===== src/rtl/ibex_if_id_pkg.sv =====
// Shared types for the IF/ID hand-off pipe: occupancy state, entry payload, PC step helper.
package ibex_if_id_pkg;

  localparam int unsigned XLEN = 32;

  typedef enum logic [1:0] {
    EMPTY = 2'd0,
    ONE   = 2'd1,
    TWO   = 2'd2
  } if_id_state_e;

  typedef struct packed {
    logic [XLEN-1:0] rdata;
    logic [XLEN-1:0] addr;
    logic            err;
    logic            err_plus2;
    logic            is_compressed;
  } if_id_entry_t;

  function automatic logic [XLEN-1:0] pc_step(input logic is_compressed);
    return is_compressed ? XLEN'(2) : XLEN'(4);
  endfunction

endpackage


===== src/rtl/ibex_if_id_pipe_if.sv =====
// Fetch-side, ID-side and context-switch signals of the IF/ID pipe.
interface ibex_if_id_pipe_if;
  import ibex_if_id_pkg::*;

  logic            fetch_valid_i;
  logic            fetch_ready_o;
  logic [XLEN-1:0] fetch_rdata_i;
  logic [XLEN-1:0] fetch_addr_i;
  logic            fetch_err_i;
  logic            fetch_err_plus2_i;
  logic            flush_i;
  logic            id_ready_i;
  logic            instr_valid_id_o;
  logic [XLEN-1:0] instr_rdata_id_o;
  logic [XLEN-1:0] instr_addr_id_o;
  logic            instr_is_compressed_o;
  logic            instr_err_o;
  logic            instr_err_plus2_o;
  logic [XLEN-1:0] next_pc_o;
  logic            backup_i;
  logic            restore_i;
  logic            pc_mismatch_o;

  modport master (
    output fetch_valid_i, fetch_rdata_i, fetch_addr_i, fetch_err_i, fetch_err_plus2_i,
    output flush_i, id_ready_i, backup_i, restore_i,
    input  fetch_ready_o, instr_valid_id_o, instr_rdata_id_o, instr_addr_id_o,
    input  instr_is_compressed_o, instr_err_o, instr_err_plus2_o, next_pc_o, pc_mismatch_o
  );

  modport slave (
    input  fetch_valid_i, fetch_rdata_i, fetch_addr_i, fetch_err_i, fetch_err_plus2_i,
    input  flush_i, id_ready_i, backup_i, restore_i,
    output fetch_ready_o, instr_valid_id_o, instr_rdata_id_o, instr_addr_id_o,
    output instr_is_compressed_o, instr_err_o, instr_err_plus2_o, next_pc_o, pc_mismatch_o
  );

endinterface


===== src/rtl/ibex_if_id_shadow.sv =====
// Single-slot snapshot of the pipe state (occupancy plus both entries) for context switching.
module ibex_if_id_shadow
  import ibex_if_id_pkg::*;
#(
  parameter bit ResetAll = 1'b0
) (
  input  logic         clk_i,
  input  logic         rst_i,
  input  logic         backup,
  input  logic         restore,
  input  if_id_state_e cur_state,
  input  if_id_entry_t cur_h,
  input  if_id_entry_t cur_s,
  output if_id_state_e sh_state,
  output if_id_entry_t sh_h,
  output if_id_entry_t sh_s
);

  // A restore in the same cycle keeps the stored snapshot intact.
  always_ff @(posedge clk_i) begin
    if (rst_i) begin
      sh_state <= EMPTY;
      if (ResetAll) begin
        sh_h <= '0;
        sh_s <= '0;
      end
    end else if (backup && !restore) begin
      sh_state <= cur_state;
      sh_h     <= cur_h;
      sh_s     <= cur_s;
    end
  end

endmodule


===== src/rtl/ibex_if_id_pipe.sv =====
// Two-entry skid-buffered IF/ID hand-off register with flush and backup/restore.
// Optional sequential-PC checker enabled by defining IF_ID_PIPE_PC_CHECK_EN.
module ibex_if_id_pipe
  import ibex_if_id_pkg::*;
#(
  parameter bit ResetAll = 1'b0,
  parameter bit BackupEn = 1'b1
) (
  input logic              clk_i,
  input logic              rst_i,
  ibex_if_id_pipe_if.slave bus
);

  if_id_state_e state;
  if_id_entry_t h, s, cap;
  if_id_state_e sh_state;
  if_id_entry_t sh_h, sh_s;
  logic         restore_en;
  logic         accept, pop;

  always_comb begin
    cap               = '0;
    cap.rdata         = bus.fetch_rdata_i;
    cap.addr          = bus.fetch_addr_i;
    cap.err           = bus.fetch_err_i;
    cap.err_plus2     = bus.fetch_err_plus2_i;
    cap.is_compressed = (bus.fetch_rdata_i[1:0] != 2'b11);
  end

  assign bus.fetch_ready_o         = (state != TWO);
  assign bus.instr_valid_id_o      = (state != EMPTY) && !bus.flush_i;
  assign bus.instr_rdata_id_o      = h.rdata;
  assign bus.instr_addr_id_o       = h.addr;
  assign bus.instr_is_compressed_o = h.is_compressed;
  assign bus.instr_err_o           = h.err;
  assign bus.instr_err_plus2_o     = h.err_plus2 && !h.is_compressed;
  assign bus.next_pc_o             = h.addr + pc_step(h.is_compressed);

  assign accept = bus.fetch_valid_i && bus.fetch_ready_o;
  assign pop    = bus.instr_valid_id_o && bus.id_ready_i;

  if (BackupEn) begin : g_shadow
    ibex_if_id_shadow #(.ResetAll(ResetAll)) u_shadow (
      .clk_i     (clk_i),
      .rst_i     (rst_i),
      .backup    (bus.backup_i),
      .restore   (bus.restore_i),
      .cur_state (state),
      .cur_h     (h),
      .cur_s     (s),
      .sh_state  (sh_state),
      .sh_h      (sh_h),
      .sh_s      (sh_s)
    );
    assign restore_en = bus.restore_i;
  end else begin : g_no_shadow
    assign sh_state   = EMPTY;
    assign sh_h       = '0;
    assign sh_s       = '0;
    assign restore_en = 1'b0;
  end

  // Occupancy FSM and entry storage; flush beats restore beats normal traffic.
  always_ff @(posedge clk_i) begin
    if (rst_i) begin
      state <= EMPTY;
      if (ResetAll) begin
        h <= '0;
        s <= '0;
      end
    end else if (bus.flush_i) begin
      state <= EMPTY;
    end else if (restore_en) begin
      state <= sh_state;
      h     <= sh_h;
      s     <= sh_s;
    end else begin
      case (state)
        EMPTY: begin
          if (accept) begin
            h     <= cap;
            state <= ONE;
          end
        end
        ONE: begin
          if (pop && accept) begin
            h <= cap;
          end else if (pop) begin
            state <= EMPTY;
          end else if (accept) begin
            s     <= cap;
            state <= TWO;
          end
        end
        TWO: begin
          if (pop) begin
            h     <= s;
            state <= ONE;
          end
        end
        default: state <= EMPTY;
      endcase
    end
  end

`ifdef IF_ID_PIPE_PC_CHECK_EN
  logic            exp_valid;
  logic [XLEN-1:0] exp_pc;
  logic            mismatch;

  // Expected fetch address follows the last accepted entry.
  always_ff @(posedge clk_i) begin
    if (rst_i) begin
      exp_valid <= 1'b0;
      exp_pc    <= '0;
      mismatch  <= 1'b0;
    end else if (bus.flush_i || restore_en) begin
      exp_valid <= 1'b0;
      mismatch  <= 1'b0;
    end else begin
      mismatch <= accept && exp_valid && (bus.fetch_addr_i != exp_pc);
      if (accept) begin
        exp_pc    <= bus.fetch_addr_i + pc_step(cap.is_compressed);
        exp_valid <= 1'b1;
      end
    end
  end

  assign bus.pc_mismatch_o = mismatch;
`else
  assign bus.pc_mismatch_o = 1'b0;
`endif

endmodule

===== src/flat_wrapper.sv =====
// flat-port wrapper written by rule: the top's interface ports become plain ports
module ibex_if_id_pipe_flat import ibex_if_id_pkg::*;
#(
  parameter bit ResetAll = 1'b0,
  parameter bit BackupEn = 1'b1
)
  (clk_i, rst_i, bus_fetch_valid_i, bus_fetch_rdata_i, bus_fetch_addr_i, bus_fetch_err_i, bus_fetch_err_plus2_i, bus_flush_i, bus_id_ready_i, bus_backup_i, bus_restore_i, bus_fetch_ready_o, bus_instr_valid_id_o, bus_instr_rdata_id_o, bus_instr_addr_id_o, bus_instr_is_compressed_o, bus_instr_err_o, bus_instr_err_plus2_o, bus_next_pc_o, bus_pc_mismatch_o);
  ibex_if_id_pipe_if bus_i ();
  input logic clk_i;
  input logic rst_i;
  input wire logic [$bits(bus_i.fetch_valid_i)-1:0] bus_fetch_valid_i;
  input wire logic [$bits(bus_i.fetch_rdata_i)-1:0] bus_fetch_rdata_i;
  input wire logic [$bits(bus_i.fetch_addr_i)-1:0] bus_fetch_addr_i;
  input wire logic [$bits(bus_i.fetch_err_i)-1:0] bus_fetch_err_i;
  input wire logic [$bits(bus_i.fetch_err_plus2_i)-1:0] bus_fetch_err_plus2_i;
  input wire logic [$bits(bus_i.flush_i)-1:0] bus_flush_i;
  input wire logic [$bits(bus_i.id_ready_i)-1:0] bus_id_ready_i;
  input wire logic [$bits(bus_i.backup_i)-1:0] bus_backup_i;
  input wire logic [$bits(bus_i.restore_i)-1:0] bus_restore_i;
  output wire logic [$bits(bus_i.fetch_ready_o)-1:0] bus_fetch_ready_o;
  output wire logic [$bits(bus_i.instr_valid_id_o)-1:0] bus_instr_valid_id_o;
  output wire logic [$bits(bus_i.instr_rdata_id_o)-1:0] bus_instr_rdata_id_o;
  output wire logic [$bits(bus_i.instr_addr_id_o)-1:0] bus_instr_addr_id_o;
  output wire logic [$bits(bus_i.instr_is_compressed_o)-1:0] bus_instr_is_compressed_o;
  output wire logic [$bits(bus_i.instr_err_o)-1:0] bus_instr_err_o;
  output wire logic [$bits(bus_i.instr_err_plus2_o)-1:0] bus_instr_err_plus2_o;
  output wire logic [$bits(bus_i.next_pc_o)-1:0] bus_next_pc_o;
  output wire logic [$bits(bus_i.pc_mismatch_o)-1:0] bus_pc_mismatch_o;
  assign bus_i.fetch_valid_i = bus_fetch_valid_i;
  assign bus_i.fetch_rdata_i = bus_fetch_rdata_i;
  assign bus_i.fetch_addr_i = bus_fetch_addr_i;
  assign bus_i.fetch_err_i = bus_fetch_err_i;
  assign bus_i.fetch_err_plus2_i = bus_fetch_err_plus2_i;
  assign bus_i.flush_i = bus_flush_i;
  assign bus_i.id_ready_i = bus_id_ready_i;
  assign bus_i.backup_i = bus_backup_i;
  assign bus_i.restore_i = bus_restore_i;
  assign bus_fetch_ready_o = bus_i.fetch_ready_o;
  assign bus_instr_valid_id_o = bus_i.instr_valid_id_o;
  assign bus_instr_rdata_id_o = bus_i.instr_rdata_id_o;
  assign bus_instr_addr_id_o = bus_i.instr_addr_id_o;
  assign bus_instr_is_compressed_o = bus_i.instr_is_compressed_o;
  assign bus_instr_err_o = bus_i.instr_err_o;
  assign bus_instr_err_plus2_o = bus_i.instr_err_plus2_o;
  assign bus_next_pc_o = bus_i.next_pc_o;
  assign bus_pc_mismatch_o = bus_i.pc_mismatch_o;
  ibex_if_id_pipe #(.ResetAll(ResetAll), .BackupEn(BackupEn)) u_core (.clk_i(clk_i), .rst_i(rst_i), .bus(bus_i));
endmodule

===== config.mk =====
export PLATFORM = sky130hd
export DESIGN_NAME = ibex_if_id_pipe_flat
export DESIGN_NICKNAME = d
export VERILOG_FILES = /design/src/rtl/ibex_if_id_pkg.sv /design/src/rtl/ibex_if_id_pipe_if.sv /design/src/rtl/ibex_if_id_shadow.sv /design/src/rtl/ibex_if_id_pipe.sv /design/src/flat_wrapper.sv
export SDC_FILE = /design/constraint.sdc
export NUM_CORES = 1
export LEC_CHECK = 0
export CORE_ASPECT_RATIO = 0.6
export CORE_MARGIN = 5
export CORE_UTILIZATION = 30
export CTS_BUF_LIST = sky130_fd_sc_hd__clkbuf_4 sky130_fd_sc_hd__clkbuf_8
export DETAILED_ROUTE_END_ITERATION = 10
export GPL_ROUTABILITY_DRIVEN = 0
export PLACE_DENSITY = 0.51
export SLEW_MARGIN = 15
export SYNTH_ARGS = -nofsm -noshare
export SYNTH_HDL_FRONTEND = slang
export SYNTH_HIERARCHICAL = 1
export SYNTH_SLANG_ARGS = --single-unit

===== constraint.sdc =====
create_clock -name clk_i -period 4.2 [get_ports clk_i]
set_clock_uncertainty 0.15 [all_clocks]
set_input_delay 0.84 -clock clk_i [delete_from_list [all_inputs] [get_ports clk_i]]
set_output_delay 0.84 -clock clk_i [all_outputs]
set_load 0.005 [all_outputs]

Word-level counts from Yosys, hierarchy flattened
Cells that the tools add are included.
Widths: inputs -> output; s select.
{"block": "word_totals", "register_bits": 272, "inputBits": 73, "elab_cells": 72}
{"block": "op_classes", "add_sub_neg": 1, "eq_ne": 11, "n_mux": 17, "bitwise_logic": 2, "n_reduce_logical": 19}
{"op": "$mux 67", "count": 8}
{"op": "$pmux 67 s3", "count": 1}
{"op": "$add 32x32->32", "count": 1}
{"op": "$mux 2", "count": 6}
{"op": "$reduce_and 6->1", "count": 2}
{"op": "$ne 3x2->1 const B", "count": 3}
{"op": "$ne 2x2->1 const B", "count": 4}
{"op": "$logic_and 1x1->1", "count": 6}
{"op": "$pmux 2 s3", "count": 1}
{"op": "$reduce_bool 2->1", "count": 3}
{"op": "$ne 4x2->1 const B", "count": 1}
{"op": "$reduce_and 4->1", "count": 1}
{"op": "$reduce_bool 4->1", "count": 1}
{"op": "$logic_not 1->1", "count": 3}
{"op": "$mux 3", "count": 1}
{"op": "$ne 3x3->1 const B", "count": 1}
{"op": "$eq 2x1->1 const B", "count": 1}
{"op": "$eq 2x2->1 const B", "count": 1}
{"op": "$logic_not 2->1", "count": 1}
{"op": "$not 1->1", "count": 2}
{"op": "$reduce_and 2->1", "count": 1}
{"op": "$reduce_or 2->1", "count": 1}

Depth between registers and ports, before layout
{"block": "logic_depth", "ltp_word": 7, "mapped_depth": 7, "ltp_nobuf": 6}

By module
The synthesis kept the hierarchy.
{"mod": "ibex_if_id_pipe", "n_inst": 1, "cells_each": 620, "area_each_um2": 7484.7, "seq_area_each_um2": 4063.9}
{"mod": "ibex_if_id_shadow", "n_inst": 1, "cells_each": 144, "area_each_um2": 4130.2, "seq_area_each_um2": 4063.9}

Worst setup path before layout
OpenSTA, ideal clock, no wires.
{"block": "synth_path", "path_type": "input to register", "startpoint": "input bus_backup_i", "endpoint": "register, netlist name u_core/g_shadow.u_shadow/sh_h[0]", "setup_time_ns": 0.499, "arrival_ns": 3.858, "path_slack_ns": -0.307, "stages": 2, "path_buffers": 0, "cell_sequence": "nor2b_4 and2b_1"}
{"block": "synth_between", "elab_chain_len": 2}
{"element": "start: declaration", "line_no": "flat_wrapper.sv:18", "rtl": "input wire logic [$bits(bus_i.backup_i)-1:0] bus_backup_i;"}
{"element": "$logic_and 1x1->1", "line_no": "ibex_if_id_shadow.sv:27", "rtl": "end else if (backup && !restore) begin"}
{"element": "$reduce_and 2->1 (no source line)"}
Every way passes these cells.
A chain may end at the register's enable or synchronous reset.

Worst setup path in the final report
{"block": "layout_path", "startpoint": "register u_core.h (netlist bit u_core/bus.instr_is_compressed_o)", "endpoint": "output bus_next_pc_o[31]"}
{"block": "layout_between", "elab_chain_len": 2}
{"element": "start: declaration", "line_no": "ibex_if_id_pipe.sv:15", "rtl": "if_id_entry_t h, s, cap;"}
{"element": "start signal: assignment", "line_no": "ibex_if_id_pipe.sv:75", "rtl": "h <= sh_h;"}
{"element": "start signal: assignment", "line_no": "ibex_if_id_pipe.sv:81", "rtl": "h <= cap;"}
{"element": "start signal: assignment", "line_no": "ibex_if_id_pipe.sv:87", "rtl": "h <= cap;"}
{"element": "$mux 3", "line_no": "ibex_if_id_pkg.sv:21", "rtl": "return is_compressed ? XLEN'(2) : XLEN'(4);"}
{"element": "$add 32x32->32", "line_no": "ibex_if_id_pipe.sv:37", "rtl": "assign bus.next_pc_o = h.addr + pc_step(h.is_compressed);"}
{"element": "end: declaration", "line_no": "flat_wrapper.sv:27", "rtl": "output wire logic [$bits(bus_i.next_pc_o)-1:0] bus_next_pc_o;"}
Every way passes these cells.

==> run_summary.xml <==
<?xml version="1.0" encoding="UTF-8"?>
<metrics>
  <group name="yosys">
    <metric name="postSynthNetCount" unit="">840</metric>
    <metric name="synth_ff_type" unit="">sky130_fd_sc_hd__edfxtp_1</metric>
    <metric name="syn_avg_cell_area" unit="sq um">15.2</metric>
    <metric name="postSynthRegisterBits" unit="">272</metric>
    <metric name="synth_cells" unit="">764</metric>
    <metric name="async_flop_share" unit="%">0</metric>
    <metric name="yosys.cell_types.count" unit="">45</metric>
    <metric name="synth-edff-count" unit="">268</metric>
    <metric name="synthesis.area" unit="sq mm">0.0116</metric>
    <metric name="yosysSeqAreaShare" unit="%">70.0</metric>
    <metric name="synth-warning-count" unit="">6</metric>
  </group>
  <group name="detailed_routing">
    <metric name="per_cell_via_count_in_the_routed_design" unit="">4.44</metric>
    <metric name="drt.antenna.violating_nets" unit="">0</metric>
    <metric name="via_count" unit="">6386</metric>
    <metric name="drc_errors" unit="">0</metric>
    <metric name="wire_per_inst" unit="um">19.4</metric>
    <metric name="drtIter0Drc" unit="">379</metric>
    <metric name="drt-total-wl" unit="um">27900</metric>
    <metric name="drt_pass1_iterations" unit="">6</metric>
  </group>
  <group name="cts">
    <metric name="clock_path_buffers" unit="">3</metric>
    <metric name="cts_made_buffers" unit="">44</metric>
    <metric name="clk_transition_reported_paths" unit="ns">0.06</metric>
    <metric name="clk_root_buffer_cell" unit="">sky130_fd_sc_hd__clkbuf_8</metric>
    <metric name="cts_tree" unit="">done</metric>
    <metric name="htree_levels" unit="">2</metric>
    <metric name="cts.sinks" unit="">272</metric>
    <metric name="clkLatencyLatePin" unit="ns">0.55</metric>
  </group>
  <group name="setup_path">
    <metric name="rr_startpoint" unit="">u_core/state[1]$_SDFFE_PN0P_</metric>
    <metric name="crit_required" unit="ns">3.21</metric>
    <metric name="rrSetupSlack" unit="ns">1.38</metric>
    <metric name="critical_path.endpoint" unit="">bus_next_pc_o[31]</metric>
    <metric name="critPathLaunch" unit="">u_core/bus.instr_is_compressed_o$_DFFE_PP_</metric>
    <metric name="worst_setup_path_end_kind" unit="">output pin</metric>
    <metric name="cp-start-kind" unit="">flip-flop</metric>
    <metric name="worstPathArrival" unit="ns">3.05</metric>
    <metric name="regToRegEndpoint" unit="">u_core/bus.instr_addr_id_o[10]$_DFFE_PP_</metric>
    <metric name="maximum_fanout_along_the_worst_path" unit="">9</metric>
    <metric name="worst_r2r_path_depth" unit="">5</metric>
    <metric name="type_of_the_worst_setup_path" unit="">flip-flop to output pin</metric>
  </group>
  <group name="global_routing">
    <metric name="track_usage" unit="%">12.6</metric>
    <metric name="first_global_vias" unit="">6609</metric>
    <metric name="grt_pass1_wl" unit="um">41900</metric>
    <metric name="largest_net_degree_at_the_start_of_global_routing" unit="">102</metric>
    <metric name="antenna_found_initial" unit="">0</metric>
    <metric name="grt_overflow_total" unit="">0</metric>
  </group>
  <group name="cells_and_area">
    <metric name="most-common-layout-cells" unit="">sky130_fd_sc_hd__edfxtp_1 (268), sky130_fd_sc_hd__clkdlybuf4s50_1 (172), sky130_fd_sc_hd__nand2_1 (81)</metric>
    <metric name="most_frequent_standard_cell_in_the_layout_excluding_fill_and_tap_cells" unit="">sky130_fd_sc_hd__edfxtp_1</metric>
    <metric name="final-instance-count-excl-fill" unit="">1439</metric>
    <metric name="antenna_cells_inserted" unit="">0</metric>
    <metric name="area.growth.synth_to_final" unit="%">24.2</metric>
    <metric name="multiInputGateArea" unit="sq mm">0.00291</metric>
    <metric name="fill_cells" unit="">3588</metric>
    <metric name="finish.net_count" unit="">972</metric>
    <metric name="seq_area" unit="sq mm">0.00813</metric>
    <metric name="layout-drive-gt1-share" unit="%">17.2</metric>
  </group>
  <group name="power_and_ir_drop">
    <metric name="peakVddDrop" unit="uV">145</metric>
    <metric name="leakage" unit="nW">4.64</metric>
    <metric name="power_per_cell_area" unit="mW/mm^2">404</metric>
    <metric name="design_power" unit="mW">5.82</metric>
  </group>
  <group name="sta">
    <metric name="relSlewSlack" unit="%">44.5</metric>
    <metric name="setup_viol" unit="">0</metric>
    <metric name="final.period_utilization" unit="%">96.1</metric>
    <metric name="layout_setup_ws" unit="ns">0.162</metric>
    <metric name="fin_crit" unit="ns">4.04</metric>
    <metric name="clock.fmax" unit="MHz">248</metric>
    <metric name="timing.final.max_slew_violations" unit="">0</metric>
    <metric name="final.setup.tns" unit="ns">0</metric>
    <metric name="transition_time_at_the_pin_with_the_least_slew_margin" unit="ns">0.832</metric>
    <metric name="hold_violations" unit="">0</metric>
  </group>
  <group name="placed_design">
    <metric name="hpwl" unit="um">17000</metric>
    <metric name="dp_slack" unit="ns">0.552</metric>
    <metric name="portBuffers" unit="">173</metric>
    <metric name="placed_cells" unit="">1362</metric>
  </group>
  <group name="die">
    <metric name="die-height" unit="um">162</metric>
    <metric name="die_area" unit="sq mm">0.0429</metric>
    <metric name="initial_cell_density_of_the_core" unit="%">30.6</metric>
    <metric name="i_o_pin_count" unit="">175</metric>
    <metric name="std_cell_rows" unit="">55</metric>
    <metric name="die_w" unit="um">264</metric>
    <metric name="coreArea" unit="sq mm">0.0380</metric>
  </group>
  <group name="min_path">
    <metric name="min_path_type" unit="">flip-flop to flip-flop</metric>
    <metric name="hold_path_depth" unit="">0</metric>
  </group>
  <group name="outcome">
    <metric name="outcome" unit="">finished clean</metric>
  </group>
  <group name="flow_run">
    <metric name="max_cap_violations" unit="">0</metric>
  </group>
</metrics>
-- registers in the layout (all words and copies together) (netlist names) --
| signal | count |
|---|---|
| u_core/state | 2 |
| u_core/bus.instr_addr_id_o | 32 |
| u_core/bus.instr_is_compressed_o | 1 |
| u_core/bus.instr_rdata_id_o | 32 |
| u_core/g_shadow.u_shadow/sh_state | 2 |
| u_core/h | 1 |
| u_core/s | 67 |
| u_core/g_shadow.u_shadow/sh_h | 67 |
| u_core/bus.instr_err_o | 1 |
| u_core/g_shadow.u_shadow/sh_s | 67 |
-- power by group --
group,switching (mW),internal (mW),leakage (nW),total (mW)
clock,1.06,1.22,0.439,2.28
combinational,0.185,0.221,1.69,0.406
sequential,0.0539,3.09,2.51,3.14
-- per-layer routing --
layer | track usage [%] | wire [um]
met5 | 0 | 0
met4 | 3.24 | 480
met1 | 17.6 | 13500
met2 | 19.5 | 12600
met3 | 3.56 | 1300
-- worst max-delay path, stage by stage, from the launching register on --
cell and delay, ns:
sky130_fd_sc_hd__edfxtp_1 0.42, sky130_fd_sc_hd__ha_1 0.24, sky130_fd_sc_hd__fa_1 0.30, sky130_fd_sc_hd__nand4_1 0.15
sky130_fd_sc_hd__nor4_2 0.17, sky130_fd_sc_hd__buf_4 0.25, sky130_fd_sc_hd__nand4_1 0.24, sky130_fd_sc_hd__xnor2_2 0.21
sky130_fd_sc_hd__clkdlybuf4s50_1 0.52
-- Yosys cell counts, drive strengths merged, types with 2 or more instances --
library cell / n / area [sq um]
edfxtp: 268 / 8050
nand2: 81 / 304
buf: 76 / 542
o21ai: 70 / 350
mux2: 67 / 754
mux2i: 66 / 661
clkbuf: 23 / 86.3
xnor2: 20 / 175
nand3: 11 / 55.1
nand4: 10 / 62.6
nor2: 9 / 33.8
xor2: 9 / 78.8
and3: 5 / 32.5
nor2b: 5 / 38.8
and4: 4 / 37.5
dfxtp: 4 / 80.1
nand2b: 4 / 25.0
a21oi: 3 / 15.0
and2: 3 / 18.8
inv: 3 / 11.3
nor4: 3 / 25.0
ha: 2 / 25.0
nand4bb: 2 / 22.5
nor3: 2 / 10.0
-- cells by family (layout without fill, tap and decap cells) --
kind of cell | count (synthesis) | in the layout | synth area share, %
flip-flops | 272 | 272 | 70.0
AND/OR/NAND/NOR | 146 | 146 | 6.22
multiplexers | 133 | 133 | 12.2
buffers and inverters | 102 | 264 | 5.50
AO/OA/AOI/OAI | 78 | 78 | 3.51
XOR/XNOR | 29 | 29 | 2.19
adder cells (fa/ha/maj) | 3 | 3 | 0.388
other | 1 | 1 | 0.0323
-- stage by stage --
step | cell area [sq um] | hold WS [ns] | util [%]
floorplan | 11600 | 0.268 | -
global placement | 13500 | 0.277 | 35.6
detailed placement | 13500 | 0.277 | 35.6
CTS | 14400 | 0.291 | 37.9
global route | 14400 | 0.301 | 38.0
finish | 14400 | 0.291 | 38.0
-- timing repair --
item | CTS | global route
endpoints found under the setup margin | 2 | 5
hold buffers | 0 | 0
buffers inserted | 0 | 1
gates resized for setup | 3 | 3
pin swaps | 0 | 1
-- worst min-delay path by stage --
stage | start | endpoint | slack (ns)
2_1_floorplan | u_core/h[1]$_DFFE_PP_ | u_core/g_shadow.u_shadow/sh_h[1]$_DFFE_PP_ | 0.27
3_3_place_gp | u_core/s[16]$_DFFE_PP_ | u_core/g_shadow.u_shadow/sh_s[16]$_DFFE_PP_ | 0.28
3_5_place_dp | u_core/s[0]$_DFFE_PP_ | u_core/g_shadow.u_shadow/sh_s[0]$_DFFE_PP_ | 0.28
4_1_cts | u_core/s[35]$_DFFE_PP_ | u_core/g_shadow.u_shadow/sh_s[35]$_DFFE_PP_ | 0.29
5_1_grt | u_core/s[14]$_DFFE_PP_ | u_core/g_shadow.u_shadow/sh_s[14]$_DFFE_PP_ | 0.30
6_report | u_core/s[0]$_DFFE_PP_ | u_core/g_shadow.u_shadow/sh_s[0]$_DFFE_PP_ | 0.29
-- cell type report --
type | instances | share of cell area, %
Timing Repair Buffer | 185 | 13.2
Multi-Input combinational cell | 390 | 20.1
Clock inverter | 19 | 0.911
Sequential cell | 272 | 56.3
Inverter | 3 | 0.0781
Tap cell | 513 | 4.45
Clock buffer | 57 | 4.92
No activity file was read; power rests on OpenSTA's default activity.
